`src/rtl/pc_sequencer_pkg.sv`:
```
// Shared definitions for the PC sequencer slice.
//   seq_state_e      : run-control FSM states
//   DEFAULT_RESET_PC : PC loaded on reset and on restart from HALT
//   DEFAULT_END_PC   : first PC past the program; reaching it halts
//   PC_ALIGN_MASK    : low PC bits that must be zero for a legal fetch
package pc_sequencer_pkg;

  typedef enum logic [1:0] {
    ST_IDLE,
    ST_RUN,
    ST_STEP,
    ST_HALT
  } seq_state_e;

  localparam logic [31:0] DEFAULT_RESET_PC = 32'h0000_0000;
  localparam logic [31:0] DEFAULT_END_PC   = 32'h0000_0100;
  localparam logic [31:0] PC_ALIGN_MASK    = 32'h0000_0003;

endpackage

```
`src/rtl/pc_sequencer_retire_counter.sv`:
```
// Saturating retired-instruction counter.
//   clk, reset_n : clock, asynchronous active-low reset
//   inc          : add one this cycle (ignored once all-ones)
//   clr          : synchronous clear, wins over inc
//   count        : current count
module retire_counter #(
  parameter int unsigned CNT_W = 32
) (
  input  logic             clk,
  input  logic             reset_n,
  input  logic             inc,
  input  logic             clr,
  output logic [CNT_W-1:0] count
);

  always_ff @(posedge clk or negedge reset_n) begin
    if (!reset_n) begin
      count <= '0;
    end else if (clr) begin
      count <= '0;
    end else if (inc && (count != '1)) begin
      count <= count + CNT_W'(1);
    end
  end

endmodule

```
`src/rtl/pc_sequencer.sv`:
```
// Program-counter and run-control stage ahead of the single-cycle datapath.
// Owns the PC, accepts the datapath's next_pc, and gates commit through an
// IDLE/RUN/STEP/HALT state machine.
//   clk, reset_n     : clock, asynchronous active-low reset
//   start/step/stop  : run-control levels
//   next_pc          : PC+4 from the datapath adder
//   pc               : current fetch address
//   commit           : qualifies datapath RegWrite this cycle
//   halted/align_err : sticky status flags
//   retired          : saturating count of committed instructions
// Optional (macro PC_BREAKPOINT_EN): bp_addr, bp_valid inputs, bp_hit output.
module pc_sequencer
  import pc_sequencer_pkg::*;
#(
  parameter logic [31:0] RESET_PC = DEFAULT_RESET_PC,
  parameter logic [31:0] END_PC   = DEFAULT_END_PC,
  parameter int unsigned CNT_W    = 32
) (
  input  logic             clk,
  input  logic             reset_n,
  input  logic             start,
  input  logic             step,
  input  logic             stop,
  input  logic [31:0]      next_pc,
  output logic [31:0]      pc,
  output logic             commit,
  output logic             halted,
  output logic             align_err,
  output logic [CNT_W-1:0] retired
`ifdef PC_BREAKPOINT_EN
  ,
  input  logic [31:0]      bp_addr,
  input  logic             bp_valid,
  output logic             bp_hit
`endif
);

  seq_state_e  state, state_next;
  logic [31:0] pc_next;
  logic        halt_set;
  logic        align_set;
  logic        flags_clr;
  logic        cnt_clr;

`ifdef PC_BREAKPOINT_EN
  // first_run marks the first RUN cycle after leaving IDLE so a resume
  // from a breakpoint executes the trapping instruction instead of re-trapping.
  logic first_run, first_run_next;
  logic bp_set, bp_clr;
  logic bp_trap;
  assign bp_trap = bp_valid && (pc == bp_addr) && !first_run;
`endif

  always_comb begin
    state_next = state;
    pc_next    = pc;
    commit     = 1'b0;
    halt_set   = 1'b0;
    align_set  = 1'b0;
    flags_clr  = 1'b0;
    cnt_clr    = 1'b0;
`ifdef PC_BREAKPOINT_EN
    first_run_next = 1'b0;
    bp_set         = 1'b0;
    bp_clr         = 1'b0;
`endif
    case (state)
      ST_IDLE: begin
        if (start) begin
          state_next = ST_RUN;
`ifdef PC_BREAKPOINT_EN
          first_run_next = 1'b1;
          bp_clr         = 1'b1;
`endif
        end else if (step) begin
          state_next = ST_STEP;
`ifdef PC_BREAKPOINT_EN
          bp_clr = 1'b1;
`endif
        end
      end
      ST_RUN, ST_STEP: begin
        commit = 1'b1;
`ifdef PC_BREAKPOINT_EN
        if ((state == ST_RUN) && bp_trap) begin
          commit     = 1'b0;
          bp_set     = 1'b1;
          state_next = ST_IDLE;
        end
`endif
        if (commit) begin
          if ((next_pc & PC_ALIGN_MASK) != '0) begin
            align_set  = 1'b1;
            halt_set   = 1'b1;
            state_next = ST_HALT;
          end else if (next_pc >= END_PC) begin
            pc_next    = next_pc;
            halt_set   = 1'b1;
            state_next = ST_HALT;
          end else begin
            pc_next = next_pc;
            if ((state == ST_STEP) || stop) begin
              state_next = ST_IDLE;
            end
          end
        end
      end
      ST_HALT: begin
        if (start) begin
          pc_next    = RESET_PC;
          cnt_clr    = 1'b1;
          flags_clr  = 1'b1;
          state_next = ST_RUN;
`ifdef PC_BREAKPOINT_EN
          bp_clr = 1'b1;
`endif
        end
      end
      default: state_next = ST_IDLE;
    endcase
  end

  always_ff @(posedge clk or negedge reset_n) begin
    if (!reset_n) begin
      state     <= ST_IDLE;
      pc        <= RESET_PC;
      halted    <= 1'b0;
      align_err <= 1'b0;
    end else begin
      state <= state_next;
      pc    <= pc_next;
      if (flags_clr) begin
        halted    <= 1'b0;
        align_err <= 1'b0;
      end else begin
        if (halt_set)  halted    <= 1'b1;
        if (align_set) align_err <= 1'b1;
      end
    end
  end

`ifdef PC_BREAKPOINT_EN
  always_ff @(posedge clk or negedge reset_n) begin
    if (!reset_n) begin
      first_run <= 1'b0;
      bp_hit    <= 1'b0;
    end else begin
      first_run <= first_run_next;
      if (bp_clr)      bp_hit <= 1'b0;
      else if (bp_set) bp_hit <= 1'b1;
    end
  end
`endif

  retire_counter #(.CNT_W(CNT_W)) u_retire_counter (
    .clk     (clk),
    .reset_n (reset_n),
    .inc     (commit),
    .clr     (cnt_clr),
    .count   (retired)
  );

endmodule

```
`config.mk`:
```
export PLATFORM = sky130hd
export DESIGN_NAME = pc_sequencer
export DESIGN_NICKNAME = d
export VERILOG_FILES = /design/src/rtl/pc_sequencer_pkg.sv /design/src/rtl/pc_sequencer_retire_counter.sv /design/src/rtl/pc_sequencer.sv
export SDC_FILE = /design/constraint.sdc
export NUM_CORES = 1
export LEC_CHECK = 0
export CAP_MARGIN = 20
export CORE_ASPECT_RATIO = 1.75
export CORE_UTILIZATION = 46
export CTS_CLUSTER_SIZE = 20
export DETAILED_ROUTE_END_ITERATION = 12
export PLACE_DENSITY = 0.8
export SYNTH_ARGS = -nofsm -noshare
export SYNTH_HDL_FRONTEND = slang
export SYNTH_SLANG_ARGS = --single-unit
```
`constraint.sdc`:
```
create_clock -name clk -period 2.7 [get_ports clk]
set_input_delay 0.54 -clock clk [delete_from_list [all_inputs] [get_ports clk]]
set_output_delay 0.54 -clock clk [all_outputs]
set_load 0.05 [all_outputs]
```
==> impl_metrics.yaml, run 1 <==
setup_path:
  critical_path_required_ns: 2.16
  path_delay_family: "buffers and inverters"
  slowest_delay_ns: 0.83
  critPathCaptureType: "output pin"
  cp_max_fo: 11
  worstPathCellList: "inv_1, ha_4, clkdlybuf4s50_1"
  slowest_stage: "clkdlybuf4s50_1"
  crit_type: "flop to output pin"
  cp_num_buf_inv: 2
  critPathLaunchType: "flop"
  worst-endpoint-arrival_ns: 2.01
synthesis:
  yosys_warnings: 0
  syn_avg_cell_area_um2: 10.43
  ys_seq_elements: 68
  synth_cells: 311
  synth_cell_types: 40
  syn_nets: 353
  synth_edf_count: 0
  ys.flop_type: "dfrtp_1"
  async_reset_ff_share_pct: 100.0
  synth_seq_area_share_pct: 52.45
  netlist_area_mm2: 0.003244
place:
  dp.cells: 488
  dpl_cell_area_mm2: 0.004405
  gp_congestion: 0.8629
  portBuffers: 103
  place_ws_ns: 0.2335
  hpwl_um: 6338
timing:
  worst_pin_slew_ns: 0.6452
  fin_crit_sh_pct: 94.29
  setup_viol: 0
  fin_crit_ns: 2.546
  slew_violations: 0
  skew_ns: 0.005344
  setup_slack_ns: 0.1541
  rsz0062_at_grt: "no"
  whs_ns: 0.2139
  max_freq_ghz: 0.3928
  timing.final.hold_violations: 0
  finalSetupTns_ns: 0
  timing.slew.headroom_pct: 56.99
clock_tree:
  cts.repair.resized: 0
  cts_setup_buffers: 0
  cts.sinks: 68
  tritoncts: "done"
  cts_inserted_buffers: 9
  cts_root_buf: "clkbuf_16"
  cts-hold-fix-buffers: 0
  cts.clk_slew.worst_paths_ns: 0.06
  ctsHtreeMaxLevel: 3
  clock_latency_ns: 0.33
  cts_max_path_buffers: 2
floorplan:
  start_util_pct: 47.32
  placement_rows: 40
  dieWidth_um: 65.49
  design.core.area_mm2: 0.006857
  boundaryPins: 104
  die-height_um: 113.1
  die_area_mm2: 0.007406
final_layout:
  drive_above_1_share_pct: 8.095
  layout_common_cells: "clkdlybuf4s50_1, dfrtp_1, a22o_1"
  diodes: 0
  fin_cells: 504
  areaGrowthSynthToFinish_pct: 45.16
  num-fill-cells: 518
  layout_commonest_cell: "clkdlybuf4s50_1"
  fin_util_pct: 68.69
  fin_nets: 457
  final_area_mm2: 0.004710
grt:
  overflow: 0
  grt_usage_pct: 26.07
  grt_pass1_vias: 2992
  grt_max_degree: 43
  grt_pass1_wl_um: 14570
  antenna_found_initial: 0
routing:
  wl_um: 8868
  wl_met2_um: 4764
  drt_first_pass_iters: 5
  wl_met3_um: 522
  top_layer_used: "met4"
  drtIter0Drc: 172
  ant_nets: 0
  wl_met1_um: 3346
  viasPerCell: 5.903
  vias: 2975
  wl_per_cell_um: 17.60
  drc: 0
min_path:
  hp-class: "input pin to async pin"
power:
  power.total_mw: 5.595
  p_leak_nw: 2.005
  p_per_area_mw_per_mm2: 1188
  peakVddDrop_mv: 1.063
flow_run:
  drv_cap: 0
run_status:
  outcome: "completed"
[where the power goes]
part           switching (mW)  leakage (nW)  total [mW]  internal [mW]
Combinational            1.84         0.971        2.88           1.04
Sequential              0.206         0.885        1.53           1.33
Clock                   0.419         0.149        1.18          0.761
[registers in the layout, summed over array words and instances (netlist names)]
signal and count:
align_err 1, halted 1, pc 32, state 2
u_retire_counter.count 32
[logic make-up (layout without fill, tap and decap cells)]
logic type               after synthesis  in the layout  share of synthesized area, %
AO/OA/AOI/OAI                         78             78                         17.82
XOR/XNOR                              10             10                         2.699
adder cells (fa/ha/maj)                5              5                         1.928
buffers and inverters                 26            135                         3.124
flip-flops                            68             68                         52.45
multiplexers                           5              5                         1.581
AND/OR/NAND/NOR                      119            119                         20.40
[synth_stat cells, types with 3 or more instances]
cell,instances,area share [%]
a21oi_1,15,2.3
a22o_1,32,8.6
a31oi_1,3,0.58
and3_1,8,1.5
and4_1,5,1.3
buf_1,3,0.35
buf_2,3,0.46
clkbuf_1,15,1.7
dfrtp_1,68,52
ha_1,5,1.9
inv_1,5,0.58
mux2i_1,4,1.2
nand2_1,24,2.8
nand2b_1,4,0.77
nand3_1,13,2.0
nand4_1,8,1.5
nand4bb_1,3,1.0
nor2_1,21,2.4
nor4_1,13,2.5
o21ai_0,9,1.4
o31ai_1,3,0.69
o41ai_1,3,0.81
or3_1,5,0.96
or4_1,7,1.6
xnor2_1,10,2.7
[layout make-up]
class / count / area (µm²) / share of cell area [%]
Clock buffer: 12 / 256.5 / 5.446
Clock inverter: 4 / 47.55 / 1.010
Inverter: 5 / 18.77 / 0.3985
Multi-Input combinational cell: 217 / 1459 / 30.98
Sequential cell: 68 / 1702 / 36.13
Tap cell: 84 / 105.1 / 2.232
Timing Repair Buffer: 114 / 1121 / 23.80
[layer usage]
| metal | up-vias | GRT usage (%) |
|---|---|---|
| met5 | - | 0 |
| met4 | 0 | 11.59 |
| met3 | 24 | 6.956 |
| met2 | 131 | 45.29 |
| met1 | 1440 | 29.07 |
| li1 | 1380 | - |
[path summary, 6_finish.rpt]
check	startpoint	to	slack, ns	cells after the start
worst max-delay path	state[0]	commit	0.15	3
worst min-delay path	reset_n	u_retire_counter.count[30]	0.21	1
worst min register to register	align_err	align_err	0.50	2
worst max register to register	state[0]	u_retire_counter.count[31]	0.24	7
max in group asynchronous	reset_n	u_retire_counter.count[26]	1.85	2
min in group clk	align_err	align_err	0.50	2
Power figures use the tool's default switching activity.
==> run 2: changes to the inputs <==
--- a/config.mk
+++ b/config.mk
@@ -10,7 +10,7 @@
 export CORE_UTILIZATION = 46
 export CTS_CLUSTER_SIZE = 20
 export DETAILED_ROUTE_END_ITERATION = 12
-export PLACE_DENSITY = 0.8
+export PLACE_DENSITY_LB_ADDON = 0.25
 export SYNTH_ARGS = -nofsm -noshare
 export SYNTH_HDL_FRONTEND = slang
 export SYNTH_SLANG_ARGS = --single-unit
==> run 2 against run 1 <==
  * Sequential cell count did not move
  * Maximum frequency did not move
  * Utilization rose by 0.20 points
  * Largest power group unchanged
  * Highest routed layer unchanged
==> impl_metrics.yaml, run 2 (same netlist as run 1, synthesis figures left out) <==
grt:
  grt_pass1_wl_um: 14030
  grt_pass1_vias: 3008
  grt_max_degree: 33
  overflow: 0
  antenna_found_initial: 0
  grt_usage_pct: 25.28
setup_path:
  crit_type: "flop to output pin"
  critical_path_required_ns: 2.16
  critPathLaunchType: "flop"
  worst-endpoint-arrival_ns: 2.01
  r2r-start: "state[1]"
  critPathCaptureType: "output pin"
  cp_max_fo: 11
  crit_start: "state[1]"
power:
  power.total_mw: 5.549
  p_sw_mw: 2.405
  p_seq_share_pct: 27.5
  clkPwrFrac_pct: 21.0
  peakVddDrop_mv: 0.9257
  comb_power_share_pct: 51.5
  internal_power_mw: 3.144
  p_per_area_mw_per_mm2: 1175
  p_leak_nw: 2.009
  switching_share_pct: 43.34
run_status:
  outcome: "completed"
final_layout:
  layout_commonest_cell: "clkdlybuf4s50_1"
  diodes: 0
  num-fill-cells: 522
  areaGrowthSynthToFinish_pct: 45.58
  drive_above_1_share_pct: 7.601
  reg_top3: "pc: 32 flops, u_retire_counter.count: 32 flops, state: 2 flops"
  layout_common_cells: "clkdlybuf4s50_1, dfrtp_1, a22o_1"
  fin_nets: 458
  regArea_mm2: 0.001702
  multi_input_area_mm2: 0.001459
floorplan:
  die-height_um: 113.1
  die_area_mm2: 0.007406
  start_util_pct: 47.32
  dieWidth_um: 65.49
  placement_rows: 40
  boundaryPins: 104
  design.core.area_mm2: 0.006857
place:
  hpwl_um: 6227
  portBuffers: 103
  gp_congestion: 0.7945
  place_ws_ns: 0.2391
routing:
  drt_first_pass_iters: 4
  vias: 2958
  drtIter0Drc: 145
  wl_per_cell_um: 16.76
  wl_um: 8464
  ant_nets: 0
  drc: 0
  viasPerCell: 5.857
clock_tree:
  cts.repair.resized: 0
  cts_root_buf: "clkbuf_16"
  ctsHtreeMaxLevel: 3
  cts_inserted_buffers: 9
  cts_setup_buffers: 0
  cts.sinks: 68
  tritoncts: "done"
  cts-hold-fix-buffers: 0
  cts_max_path_buffers: 2
  cts.clk_slew.worst_paths_ns: 0.05
  clock_latency_ns: 0.33
flow_run:
  drv_cap: 0
timing:
  timing.slew.headroom_pct: 53.59
  skew_ns: 0.005714
  worst_pin_slew_ns: 0.6962
  finalSetupTns_ns: 0
  slew_violations: 0
  timing.final.hold_violations: 0
  max_freq_ghz: 0.3928
  setup_viol: 0
  fin_crit_sh_pct: 94.29
  setup_slack_ns: 0.1541
  fin_crit_ns: 2.546
  rsz0062_at_grt: "no"
min_path:
  hp-class: "input pin to async pin"
==> run 2: cell types whose count changed in the layout (fill, tap and decap cells not counted), sizes merged <==
| cell | delta |
|---|---|
| buf | +1 |
| clkbuf | +3 |
| clkinv | -2 |
| clkinvlp | -1 |
==> run 2: path summary, 6_finish.rpt <==
check / slack, ns / cells past startpoint / endpoint
max: 0.15 / 3 / commit
min: 0.26 / 1 / u_retire_counter.count[18]
max reg2reg: 0.21 / 8 / u_retire_counter.count[19]
min reg2reg: 0.50 / 2 / align_err
max in group asynchronous: 1.83 / 2 / align_err
min in group clk: 0.50 / 2 / align_err
==> run 2: power groups by stage <==
stage	sequential [mW]	clock [mW]	combinational, mW
2_1_floorplan	2.44	0	1.04
3_3_place_gp	1.53	0	2.83
3_5_place_dp	1.52	0	2.89
4_1_cts	1.53	1.18	2.88
5_1_grt	1.56	1.23	3.03
6_report	1.53	1.16	2.86
==> run 2: final cells by class <==
class	count	share of cell area, %
clock buffer	15	5.669
clock inverter	1	0.6358
inverter	5	0.3974
multi-input combinational	217	30.89
sequential	68	36.03
tap	84	2.225
timing repair buffer	115	24.16
==> run 2: per-layer routing <==
layer | up-vias | wire length, µm | track usage (%)
met5 | - | 0 | 0
li1 | 1386 | - | -
met1 | 1450 | 3186 | 27.57
met4 | 0 | 275 | 12.90
met2 | 104 | 4539 | 43.16
met3 | 18 | 462 | 7.661
==> run 2: worst max-delay path, stage by stage (launching register included) <==
cell             delay, ns
dfrtp_1               0.39
inv_1                 0.11
ha_4                  0.35
clkdlybuf4s50_1       0.83
==> run 2: through the flow <==
stage               utilization, %  area [µm²]  hold WS, ns  cells
floorplan                        -        3257       0.2444    311
global placement             64.54        4425       0.4862    489
detailed placement           64.54        4425       0.4900    489
CTS                          68.89        4723       0.2769    505
global route                 68.89        4723       0.3166    505
finish                       68.89        4723       0.2563    505
==> run 3: changes to the inputs <==
--- a/config.mk
+++ b/config.mk
@@ -10,6 +10,7 @@
 export CORE_UTILIZATION = 46
 export CTS_CLUSTER_SIZE = 20
 export DETAILED_ROUTE_END_ITERATION = 12
+export GPL_ROUTABILITY_DRIVEN = 0
 export PLACE_DENSITY_LB_ADDON = 0.25
 export SYNTH_ARGS = -nofsm -noshare
 export SYNTH_HDL_FRONTEND = slang
==> results of run 3 <==
Same layout as run 2: the final DEF is identical, and so are final timing and power.
